===== config.mk =====
export PLATFORM = sky130hd
export DESIGN_NAME = mul_seq_shift_add
export DESIGN_NICKNAME = d
export VERILOG_FILES = /design/src/rtl/mul_seq_shift_add.sv
export SDC_FILE = /design/constraint.sdc
export NUM_CORES = 1
export LEC_CHECK = 0
export CORE_MARGIN = 10
export CORE_UTILIZATION = 61
export CTS_CLUSTER_DIAMETER = 40
export DETAILED_ROUTE_END_ITERATION = 10
export GPL_TIMING_DRIVEN = 0
export PLACE_DENSITY_LB_ADDON = 0.05
export SETUP_SLACK_MARGIN = 0.5
export SYNTH_ARGS = -nofsm -noshare
export SYNTH_HDL_FRONTEND = slang
export SYNTH_SLANG_ARGS = --single-unit

===== constraint.sdc =====
create_clock -name clk -period 8.9 [get_ports clk]
set_input_delay 1.335 -clock clk [delete_from_list [all_inputs] [get_ports clk]]
set_output_delay 1.335 -clock clk [all_outputs]
set_load 0.005 [all_outputs]

===== src/rtl/mul_seq_shift_add.sv =====
// Sequential shift-add multiplier, unsigned or two's-complement per operation; one product bit per RUN cycle.
// Product valid WIDTH cycles after accept; out_ready low holds DONE and blocks new operands.
module mul_seq_shift_add #(
    parameter int WIDTH = 16
) (
    input  logic                 clk,
    input  logic                 rst_n,
    input  logic                 in_valid,
    output logic                 in_ready,
    input  logic [WIDTH-1:0]     a,
    input  logic [WIDTH-1:0]     b,
    input  logic                 sgn,
    output logic                 out_valid,
    input  logic                 out_ready,
    output logic [2*WIDTH-1:0]   p,
    output logic                 busy
);

    localparam int             CW       = $clog2(WIDTH);
    localparam logic [CW-1:0]  CNT_LAST = CW'(WIDTH - 1);

    typedef enum logic [1:0] {
        S_IDLE,
        S_RUN,
        S_DONE
    } state_t;

    state_t               state_q, state_d;
    logic [CW-1:0]        cnt_q, cnt_d;
    logic [WIDTH-1:0]     mcand_q, mcand_d;
    logic [WIDTH-1:0]     acc_hi_q, acc_hi_d;
    logic [WIDTH-1:0]     acc_lo_q, acc_lo_d;
    logic                 neg_q, neg_d;
    logic [2*WIDTH-1:0]   p_q, p_d;

    logic [WIDTH-1:0]     mag_a, mag_b;
    logic [WIDTH:0]       sum;
    logic [2*WIDTH-1:0]   acc_sh;

    // -2^(W-1) negates to itself, which reads correctly as the unsigned magnitude 2^(W-1).
    assign mag_a  = (sgn && a[WIDTH-1]) ? -a : a;
    assign mag_b  = (sgn && b[WIDTH-1]) ? -b : b;

    assign sum    = {1'b0, acc_hi_q} + (acc_lo_q[0] ? {1'b0, mcand_q} : {(WIDTH+1){1'b0}});
    assign acc_sh = {sum, acc_lo_q[WIDTH-1:1]};

    always_comb begin
        state_d  = state_q;
        cnt_d    = cnt_q;
        mcand_d  = mcand_q;
        acc_hi_d = acc_hi_q;
        acc_lo_d = acc_lo_q;
        neg_d    = neg_q;
        p_d      = p_q;
        case (state_q)
            S_IDLE: begin
                if (in_valid) begin
                    mcand_d  = mag_a;
                    acc_hi_d = '0;
                    acc_lo_d = mag_b;
                    neg_d    = sgn & (a[WIDTH-1] ^ b[WIDTH-1]);
                    cnt_d    = '0;
                    state_d  = S_RUN;
                end
            end
            S_RUN: begin
                acc_hi_d = acc_sh[2*WIDTH-1:WIDTH];
                acc_lo_d = acc_sh[WIDTH-1:0];
                cnt_d    = cnt_q + CW'(1);
                if (cnt_q == CNT_LAST) begin
                    p_d     = neg_q ? -acc_sh : acc_sh;
                    cnt_d   = '0;
                    state_d = S_DONE;
                end
            end
            S_DONE: begin
                if (out_ready) begin
                    state_d = S_IDLE;
                end
            end
            default: begin
                state_d = S_IDLE;
            end
        endcase
    end

    always_ff @(posedge clk or negedge rst_n) begin
        if (!rst_n) begin
            state_q  <= S_IDLE;
            cnt_q    <= '0;
            mcand_q  <= '0;
            acc_hi_q <= '0;
            acc_lo_q <= '0;
            neg_q    <= 1'b0;
            p_q      <= '0;
        end else begin
            state_q  <= state_d;
            cnt_q    <= cnt_d;
            mcand_q  <= mcand_d;
            acc_hi_q <= acc_hi_d;
            acc_lo_q <= acc_lo_d;
            neg_q    <= neg_d;
            p_q      <= p_d;
        end
    end

    assign in_ready  = (state_q == S_IDLE);
    assign out_valid = (state_q == S_DONE);
    assign busy      = (state_q == S_RUN) || (state_q == S_DONE);
    assign p         = p_q;

endmodule


==> impl_metrics.py, run 1 <==
metrics = {
    "outcome": {
        "outcome": "finished clean",
    },
    "placed_design": {
        "place.detailed.hpwl_mm": 11.7,
        "port_buffers": 71,
        "place.gp.congestion": 0.889,
    },
    "clocking": {
        "post_cts_buffers": 0,
        "cts-resized-gates": 0,
        "clkTransAtPathRegs_ns": 0.09,
        "cts_max_path_buffers": 2,
        "cts_tree": "built",
        "root_buffer": "clkbuf_8",
        "clock_latency_ns": 0.37,
        "htreeDepth": 3,
        "cts.sink_count": 87,
        "hold_buffers": 0,
        "numCtsBuffers": 9,
    },
    "setup_path": {
        "cp.arrival_ns": 4.36,
        "crit_path_start_kind": "flop",
        "path_cells": "clkbuf_1, and2_1, ha_1, fa_1, xnor2_1, nand2_1, a221oi_1, or4b_4, a2111oi_4, a21oi_1, xnor2_1, mux2_2",
        "worstSetupEndpointType": "flop",
        "r2r-start": "acc_lo_q[0]",
        "worst_r2r_endpoint": "p[28]",
        "rr_worst_depth": 12,
        "path_class": "reg2reg",
        "slowest_delay_ns": 0.55,
        "regToRegSetupSlack_ns": 4.79,
        "required_ns": 9.16,
        "crit_path_max_fanout": 10,
        "critPathMostFrequentCell": "xnor2_1",
        "crit_slowest_cell": "or4b_4",
    },
    "detailed_routing": {
        "drtIter0Drc": 479,
        "drc": 0,
        "drt_wl_total_mm": 15.0,
        "ant_nets": 0,
        "num_vias": 5209,
        "drt-pass1-iter-count": 5,
        "wl_per_cell_um": 17.3,
        "via_per_inst": 6.01,
    },
    "pwr": {
        "p_leak_nw": 3.02,
        "comb_power_share_pct": 52.7,
        "p_clk_share_pct": 15.6,
        "p_switching_w": 0.000864,
        "sw_frac_of_total_pct": 45.9,
        "vdd_drop_max_mv": 0.146,
        "internal_power_w": 0.00102,
        "power_density_nw_per_um2": 276,
        "sequentialPowerShare_pct": 31.7,
    },
    "worst_hold_path": {
        "holdPathStages": 2,
        "min_path_type": "reg2reg",
        "min_from": "mcand_q[8]",
        "min_to": "mcand_q[8]",
    },
    "cells_and_area": {
        "area.growth.synth_to_final_pct": 18.8,
        "drive_above_1_share_pct": 4.10,
        "diodes": 0,
        "nets": 812,
    },
    "timing": {
        "setup_tns_ns": 0,
        "fmax_mhz": 244,
        "drv_slew": 0,
        "fin_skew_ns": 0.0141,
        "worst_slew_pin_slew_ns": 0.712,
        "finalSetupViolCount": 0,
        "grt_setup_unrepaired": "no",
        "finalHoldViolations": 0,
        "hold_ws_ns": 0.482,
        "period_minus_slack_ns": 4.11,
        "slew-limit-headroom_pct": 52.1,
        "fin_crit_sh_pct": 46.1,
    },
    "floorplan": {
        "initial_core_util_pct": 62.5,
        "fp.dieW_um": 117,
        "core_area_um2": 9200,
        "rows": 35,
        "die_h_um": 117,
        "io_pins": 72,
        "die-area_um2": 13700,
    },
    "yosys": {
        "ys_dominant_reg_cell": "dfrtp_1",
        "yosys.area_share.adder_pct": 5.36,
        "synth_top_family_by_area": "compound AO/OA/AOI/OAI gates",
        "netlist_area_um2": 5740,
        "ys_top_cells_by_count": "nand2_1, dfrtp_1, o21ai_0",
        "synth_compound_area_share_pct": 23.5,
        "ys_seq_area_share_pct": 37.9,
        "synth_edf_count": 0,
        "synth_warnings": 0,
        "synth_xor_area_share_pct": 9.30,
        "synth_top_area_share_pct": 37.9,
        "async_flop_share_pct": 100,
        "synth_simple_gate_area_share_pct": 18.4,
        "ys_types": 63,
        "synth_fp_nets": 729,
        "avgSynthCellArea_um2": 8.60,
        "synth.most_common_cell": "nand2_1",
        "synth_mux_area_share_pct": 2.13,
        "synth_area_leaders": "dfrtp_1, nand2_1, o21ai_0, xor2_1, ha_1",
        "yosys.area.top_type": "dfrtp_1",
        "ys_ff_latch": 87,
        "syn_inst": 668,
    },
    "global_route": {
        "antenna_found_initial": 0,
        "grt_pass1_wl_mm": 24.8,
        "grt_util_all_layers_pct": 22.6,
        "grt_pass1_vias": 5146,
        "grt_max_degree": 59,
        "overflow": 0,
    },
    "job": {
        "cap_violations": 0,
    },
}
## worst max path at each step
stage / startpoint / slack, ns / endpoint / depth (start not counted)
floorplan: acc_lo_q[0] / 5.32 / p[28] / 12
global placement: rst_n / 3.51 / mcand_q[11] / 1
detailed placement: acc_lo_q[0] / 4.93 / p[28] / 12
CTS: acc_lo_q[0] / 4.85 / p[28] / 12
global route: acc_lo_q[0] / 4.55 / p[28] / 12
finish: acc_lo_q[0] / 4.79 / p[28] / 12
## through the flow
| stage | util (%) | std cells | cell area [µm²] | total power, W | setup WS, ns |
|---|---|---|---|---|---|
| after floorplan | - | 668 | 5740 | 0.00130 | 5.32 |
| after global placement | 71.7 | 850 | 6590 | 0.00153 | 3.51 |
| after detailed placement | 72.0 | 851 | 6620 | 0.00157 | 4.93 |
| after CTS | 74.2 | 867 | 6820 | 0.00187 | 4.85 |
| after global routing | 74.2 | 867 | 6820 | 0.00203 | 4.55 |
| final | 74.2 | 867 | 6820 | 0.00188 | 4.79 |
## critical path: cells and delay by family, from the launching register on
family / cells / cell delay, ns
simple gates: 3 / 0.98
compound gates: 3 / 0.87
fa+ha+maj: 2 / 0.66
xor+xnor: 2 / 0.56
flops: 1 / 0.45
mux: 1 / 0.27
buf+inv: 1 / 0.22
## flip-flops by register name (all words and copies together) (netlist names)
register and flops:
p 32, acc_hi_q 16, cnt_q 4, neg_q 1
mcand_q 16, acc_lo_q 16, state_q 2
## layer usage
layer / GRT usage [%] / vias to the layer above / wire length [µm]
met5: 0 / - / 0
met4: 6.51 / 0 / 240
met2: 36.3 / 174 / 6720
li1: - / 2552 / -
met1: 30.6 / 2460 / 7040
met3: 3.98 / 23 / 976
## logic make-up after synthesis
logic type / Yosys count
AOI/OAI and AO/OA: 213
DFF: 87
adders and majority gates: 24
buffers and inverters: 51
and+or+nand+nor: 220
xor gates and xnor gates: 61
muxes: 12
## power by group through the flow
stage | combinational, W | sequential [W] | clock, W
final | 0.000992 | 0.000597 | 0.000294
after global routing | 0.00111 | 0.000611 | 0.000309
after CTS | 0.000982 | 0.000593 | 0.000290
after detailed placement | 0.000971 | 0.000600 | 0
after global placement | 0.000934 | 0.000592 | 0
after floorplan | 0.000726 | 0.000569 | 0
## final cells by class
type / instances / area (µm²)
buffer: 33 / 124
clock buffer: 11 / 141
clock inverter: 5 / 63.8
fill: 716 / 2370
inverter: 18 / 67.6
multi-input combinational: 530 / 3380
sequential: 87 / 2180
tap: 111 / 139
timing repair buffer: 72 / 736
## cell usage in the layout, fill, tap and decap left out, drive strengths merged, types with 14 or more instances in the layout
cell,synthesis,final
nand2,98,98
o21ai,90,90
dfrtp,87,87
clkdlybuf4s50,0,70
clkbuf,32,43
xor2,38,38
a21oi,37,37
nor2,36,36
xnor2,23,23
ha,23,23
and2,22,22
inv,18,20
a22o,14,14
(Power assumes the default switching activity.)
==> run 2: changes to the inputs <==
Settings changed: CORE_UTILIZATION 61 to 57.
Clock period 8.9 ns to 4 ns, I/O delays scaled along.
==> run 2 against run 1 <==
Routed wire length down 1.1%. Setup slack worse by 4.4 ns. Via count down 0.21%. Sequential power up 120%. Largest cell class unchanged. Largest power group unchanged.
==> impl_metrics.py, run 2 (synthesis gave the netlist of run 1 again) <==
metrics = {
    "timing": {
        "finalSetupViolCount": 0,
        "grt_setup_unrepaired": "yes",
        "finalHoldViolations": 0,
        "setup_tns_ns": 0,
        "fmax_mhz": 280,
        "period_minus_slack_ns": 3.57,
        "fin_skew_ns": 0.0177,
        "slew-limit-headroom_pct": 55.3,
        "drv_slew": 0,
        "worst_slack_ns": 0.426,
        "worst_slew_pin_slew_ns": 0.652,
        "fin_crit_sh_pct": 89.3,
    },
    "global_route": {
        "grt_pass1_vias": 4949,
        "overflow": 0,
        "antenna_found_initial": 0,
        "grt_util_all_layers_pct": 20.5,
        "grt_max_degree": 51,
        "grt_pass1_wl_mm": 24.6,
    },
    "placed_design": {
        "dp_slack_ns": 0.192,
        "placed_cell_area_um2": 6660,
        "place.detailed.hpwl_mm": 11.6,
        "port_buffers": 71,
        "place.gp.congestion": 0.933,
    },
    "setup_path": {
        "required_ns": 4.27,
        "regToRegSetupSlack_ns": 0.43,
        "path_buf_inv": 3,
        "cpLargestDelayFamily": "compound AO/OA/AOI/OAI gates",
        "cp.depth": 13,
        "rr_worst_depth": 13,
        "path_class": "reg2reg",
        "r2r-start": "acc_lo_q[0]",
        "slowest_delay_ns": 0.56,
        "crit_path_max_fanout": 9,
        "crit_slowest_cell": "or4b_4",
        "critPathMostFrequentCell": "buf_4",
        "path_cells": "buf_4, and2_1, ha_1, clkbuf_1, nor3b_1, a311oi_1, o311ai_2, or4b_4, a2111oi_4, buf_4, a21oi_2, xnor2_1, mux2_4",
        "worst_r2r_endpoint": "p[28]",
        "cp.arrival_ns": 3.84,
        "worstSetupEndpointType": "flop",
        "crit_path_start_kind": "flop",
    },
    "cells_and_area": {
        "final_cell_mix": "nand2_1, dfrtp_1, o21ai_0",
        "final_core_util_pct": 71.9,
        "diodes": 0,
        "fill_cells": 801,
        "nets": 821,
        "stdcell_area_um2": 7030,
        "area.growth.synth_to_final_pct": 22.4,
        "drive_above_1_share_pct": 7.71,
        "largest_reg_flops": 32,
        "layout_commonest_cell": "nand2_1",
    },
    "detailed_routing": {
        "wl_per_cell_um": 16.5,
        "via_per_inst": 5.79,
        "drc": 0,
        "ant_nets": 0,
        "num_vias": 5198,
        "drtIter0Drc": 420,
        "drt_wl_total_mm": 14.8,
        "drt-pass1-iter-count": 5,
    },
    "clocking": {
        "clock_latency_ns": 0.38,
        "root_buffer": "clkbuf_8",
        "hold_buffers": 0,
        "cts.sink_count": 87,
        "cts_tree": "built",
        "htreeDepth": 3,
        "clkTransAtPathRegs_ns": 0.09,
        "cts_max_path_buffers": 2,
        "numCtsBuffers": 9,
    },
    "floorplan": {
        "initial_core_util_pct": 58.8,
        "die-area_um2": 14500,
        "die_h_um": 120,
        "rows": 36,
        "io_pins": 72,
        "fp.dieW_um": 120,
        "core_area_um2": 9770,
    },
    "worst_hold_path": {
        "min_path_type": "in2async",
    },
    "pwr": {
        "vdd_drop_max_mv": 0.293,
        "p_leak_nw": 3.09,
        "power_density_nw_per_um2": 614,
    },
    "outcome": {
        "outcome": "finished clean",
    },
    "job": {
        "cap_violations": 0,
    },
}
-- run 2: area by class of cell --
| cell class | count | area [µm²] | share of cell area (%) |
|---|---|---|---|
| Multi-Input combinational cell | 530 | 3480 | 49.5 |
| Sequential cell | 87 | 2180 | 31.0 |
| Timing Repair Buffer | 81 | 803 | 11.4 |
| Tap cell | 133 | 166 | 2.37 |
| Clock buffer | 10 | 138 | 1.96 |
| Buffer | 33 | 135 | 1.92 |
| Inverter | 18 | 67.6 | 0.961 |
| Clock inverter | 6 | 66.3 | 0.943 |
-- run 2: through the flow --
step / std cells / total power [W] / hold WS [ns]
2_1_floorplan: 668 / 0.00290 / 0.304
3_3_place_gp: 872 / 0.00341 / 0.461
3_5_place_dp: 873 / 0.00351 / 0.467
4_1_cts: 896 / 0.00420 / 0.200
5_1_grt: 898 / 0.00466 / 0.212
6_report: 898 / 0.00432 / 0.178
-- run 2: timing repair --
action	in CTS	in global routing
buffers inserted	7	2
resized for setup	6	16
pin swaps	6	3
setup endpoints to repair	3	7
-- run 2: per-layer routing --
metal	wire, µm	vias up	GRT usage, %
met5	0	-	0
met4	217	0	5.51
met3	1000	18	5.03
met2	6610	172	31.9
met1	6980	2432	27.8
li1	-	2576	-
-- run 2: worst max path at each step --
stage                      from  slack, ns         end
floorplan           acc_lo_q[0]       0.54       p[28]
detailed placement  acc_lo_q[0]       0.19       p[28]
global placement          rst_n      -0.72  mcand_q[9]
global route        acc_lo_q[0]       0.26       p[28]
CTS                 acc_lo_q[0]       0.52       p[30]
finish              acc_lo_q[0]       0.43       p[28]
-- run 2: worst register-to-register path: stages, from the launching register on --
cell       delay, ns
dfrtp_1         0.41
buf_4           0.16
and2_1          0.14
ha_1            0.26
clkbuf_1        0.34
nor3b_1         0.10
a311oi_1        0.36
o311ai_2        0.25
or4b_4          0.56
a2111oi_4       0.24
buf_4           0.17
a21oi_2         0.05
xnor2_1         0.14
mux2_4          0.27
-- run 2: report_power, final --
part	internal (W)	total [W]	leakage [nW]	switching, W
Clock	0.000309	0.000641	0.107	0.000332
Combinational	0.000946	0.00235	1.83	0.00140
Sequential	0.00111	0.00133	1.15	0.000219
==> run 3: changes to the inputs <==
Settings changed: CORE_MARGIN 10 to unset.
==> run 3 against run 2 <==
Combinational power about the same. Register-to-register slack worse by 0.08 ns. Cell area shrank 0.85%. Via count up 1.6%. Non-clock buffer count up 1. Critical path type unchanged. Global-route usage increased by 8.9 points. Worst hold slack gained 0.0015 ns. First-iteration DRC count shrank 34%. Clock skew fell by 0.0049 ns. Sequential power barely moved. Maximum frequency fell by 2.1%.
==> impl_metrics.py, run 3 (synthesis gave the netlist of run 1 again) <==
metrics = {
    "outcome": {
        "outcome": "finished clean",
    },
    "global_route": {
        "overflow": 0,
        "antenna_found_initial": 0,
        "grt_pass1_vias": 4880,
        "grt_max_degree": 54,
        "grt_util_all_layers_pct": 29.4,
        "grt_pass1_wl_mm": 23.7,
    },
    "setup_path": {
        "crit_slowest_cell": "or4b_4",
        "path_cells": "clkbuf_8, and2_4, ha_4, fa_2, a21o_1, a211o_1, a221oi_2, or4b_4, a2111oi_4, buf_4, a21oi_2, xnor2_1, mux2_2",
        "crit_path_max_fanout": 3,
        "crit_path_start_kind": "flop",
        "path_buf_inv": 2,
        "cpLargestDelayFamily": "compound AO/OA/AOI/OAI gates",
        "path_class": "reg2reg",
        "cp.arrival_ns": 3.89,
        "worstSetupEndpointType": "flop",
        "required_ns": 4.24,
        "slowest_delay_ns": 0.53,
    },
    "pwr": {
        "sequentialPowerShare_pct": 31.4,
        "internal_power_w": 0.00230,
        "p_switching_w": 0.00195,
        "sw_frac_of_total_pct": 45.9,
        "power_density_nw_per_um2": 609,
        "vdd_drop_max_mv": 0.267,
        "p_clk_share_pct": 13.4,
        "p_leak_nw": 3.08,
        "comb_power_share_pct": 55.2,
    },
    "clocking": {
        "clkTransAtPathRegs_ns": 0.09,
        "root_buffer": "clkbuf_8",
        "htreeDepth": 3,
        "numCtsBuffers": 9,
        "cts_max_path_buffers": 2,
        "cts_tree": "built",
        "clock_latency_ns": 0.36,
        "cts.sink_count": 87,
    },
    "cells_and_area": {
        "layoutNonFillerInstCount": 899,
        "fill_cells": 805,
        "final_core_util_pct": 71.3,
        "layout_commonest_cell": "nand2_1",
        "multiInputGateArea_um2": 3440,
        "largest_reg_flops": 32,
        "drive_above_1_share_pct": 6.92,
        "area.growth.synth_to_final_pct": 21.4,
        "nets": 822,
        "final_cell_mix": "nand2_1, dfrtp_1, o21ai_0",
        "final-seq-area_um2": 2180,
        "diodes": 0,
    },
    "detailed_routing": {
        "via_per_inst": 5.88,
        "drc": 0,
        "ant_nets": 0,
        "num_vias": 5283,
        "wl_per_cell_um": 16.2,
        "drt_wl_total_mm": 14.5,
        "drt-pass1-iter-count": 5,
        "drtIter0Drc": 279,
    },
    "floorplan": {
        "io_pins": 72,
        "rows": 36,
        "fp.dieW_um": 102,
        "core_area_um2": 9770,
        "die_h_um": 102,
        "die-area_um2": 10500,
        "initial_core_util_pct": 58.8,
    },
    "placed_design": {
        "place.gp.congestion": 0.885,
        "dp_slack_ns": 0.244,
        "place.detailed.hpwl_mm": 11.1,
        "place_inst": 873,
        "port_buffers": 71,
    },
    "timing": {
        "setup_tns_ns": 0,
        "grt_setup_unrepaired": "yes",
        "slew-limit-headroom_pct": 55.6,
        "finalSetupViolCount": 0,
        "fin_skew_ns": 0.0128,
        "period_minus_slack_ns": 3.65,
        "fmax_mhz": 274,
        "drv_slew": 0,
        "worst_slack_ns": 0.349,
        "worst_slew_pin_slew_ns": 0.648,
        "fin_crit_sh_pct": 91.3,
        "hold_ws_ns": 0.180,
        "finalHoldViolations": 0,
    },
    "worst_hold_path": {
        "min_path_type": "in2async",
    },
    "job": {
        "cap_violations": 0,
    },
}
[run 3: cell count changes in the layout (fill, tap and decap cells not counted), sizes merged]
cell | before | now
bufinv | 1 | 0
clkbuf | 42 | 45
clkinv | 3 | 0
clkinvlp | 0 | 1
buf | 12 | 13
[run 3: layer usage]
layer | vias up | GRT usage (%) | wire, µm
li1 | 2573 | - | -
met1 | 2498 | 41.5 | 6810
met2 | 197 | 48.7 | 6810
met3 | 15 | 3.90 | 765
met4 | 0 | 5.82 | 146
met5 | - | 0 | 0
[run 3: final cells by class]
class	instances	area share [%]
Buffer	33	1.97
Clock buffer	13	2.14
Clock inverter	3	0.359
Inverter	18	0.969
Multi-Input combinational cell	530	49.3
Sequential cell	87	31.2
Tap cell	133	2.39
Timing Repair Buffer	82	11.6
[run 3: power by group through the flow]
stage / clock network (W) / registers, W / logic, W
floorplan: 0 / 0.00127 / 0.00163
global placement: 0 / 0.00132 / 0.00210
detailed placement: 0 / 0.00134 / 0.00217
CTS: 0.000574 / 0.00132 / 0.00222
global route: 0.000610 / 0.00136 / 0.00259
finish: 0.000569 / 0.00133 / 0.00234
[run 3: per-stage QoR]
stage | power, W | area, µm²
floorplan | 0.00290 | 5750
global placement | 0.00342 | 6630
detailed placement | 0.00351 | 6660
CTS | 0.00411 | 6890
global route | 0.00457 | 6970
finish | 0.00424 | 6970
[run 3: what timing repair did]
action | 4_1_cts | 5_1_grt
pin swaps | 6 | 7
hold buffers | 0 | 0
setup buffers | 4 | 6
resized for setup | 5 | 13
endpoints found under the setup margin | 3 | 6
[run 3: worst paths after layout]
check / slack (ns) / endpoint / start / cells past startpoint
setup / recovery: 0.35 / p[28] / acc_lo_q[0] / 13
hold / removal: 0.18 / p[1] / rst_n / 1
setup reg to reg: 0.35 / p[28] / acc_lo_q[0] / 13
hold reg to reg: 0.48 / mcand_q[8] / mcand_q[8] / 2
max in group asynchronous: 3.20 / mcand_q[10] / rst_n / 2
min in group clk: 0.48 / mcand_q[8] / mcand_q[8] / 2
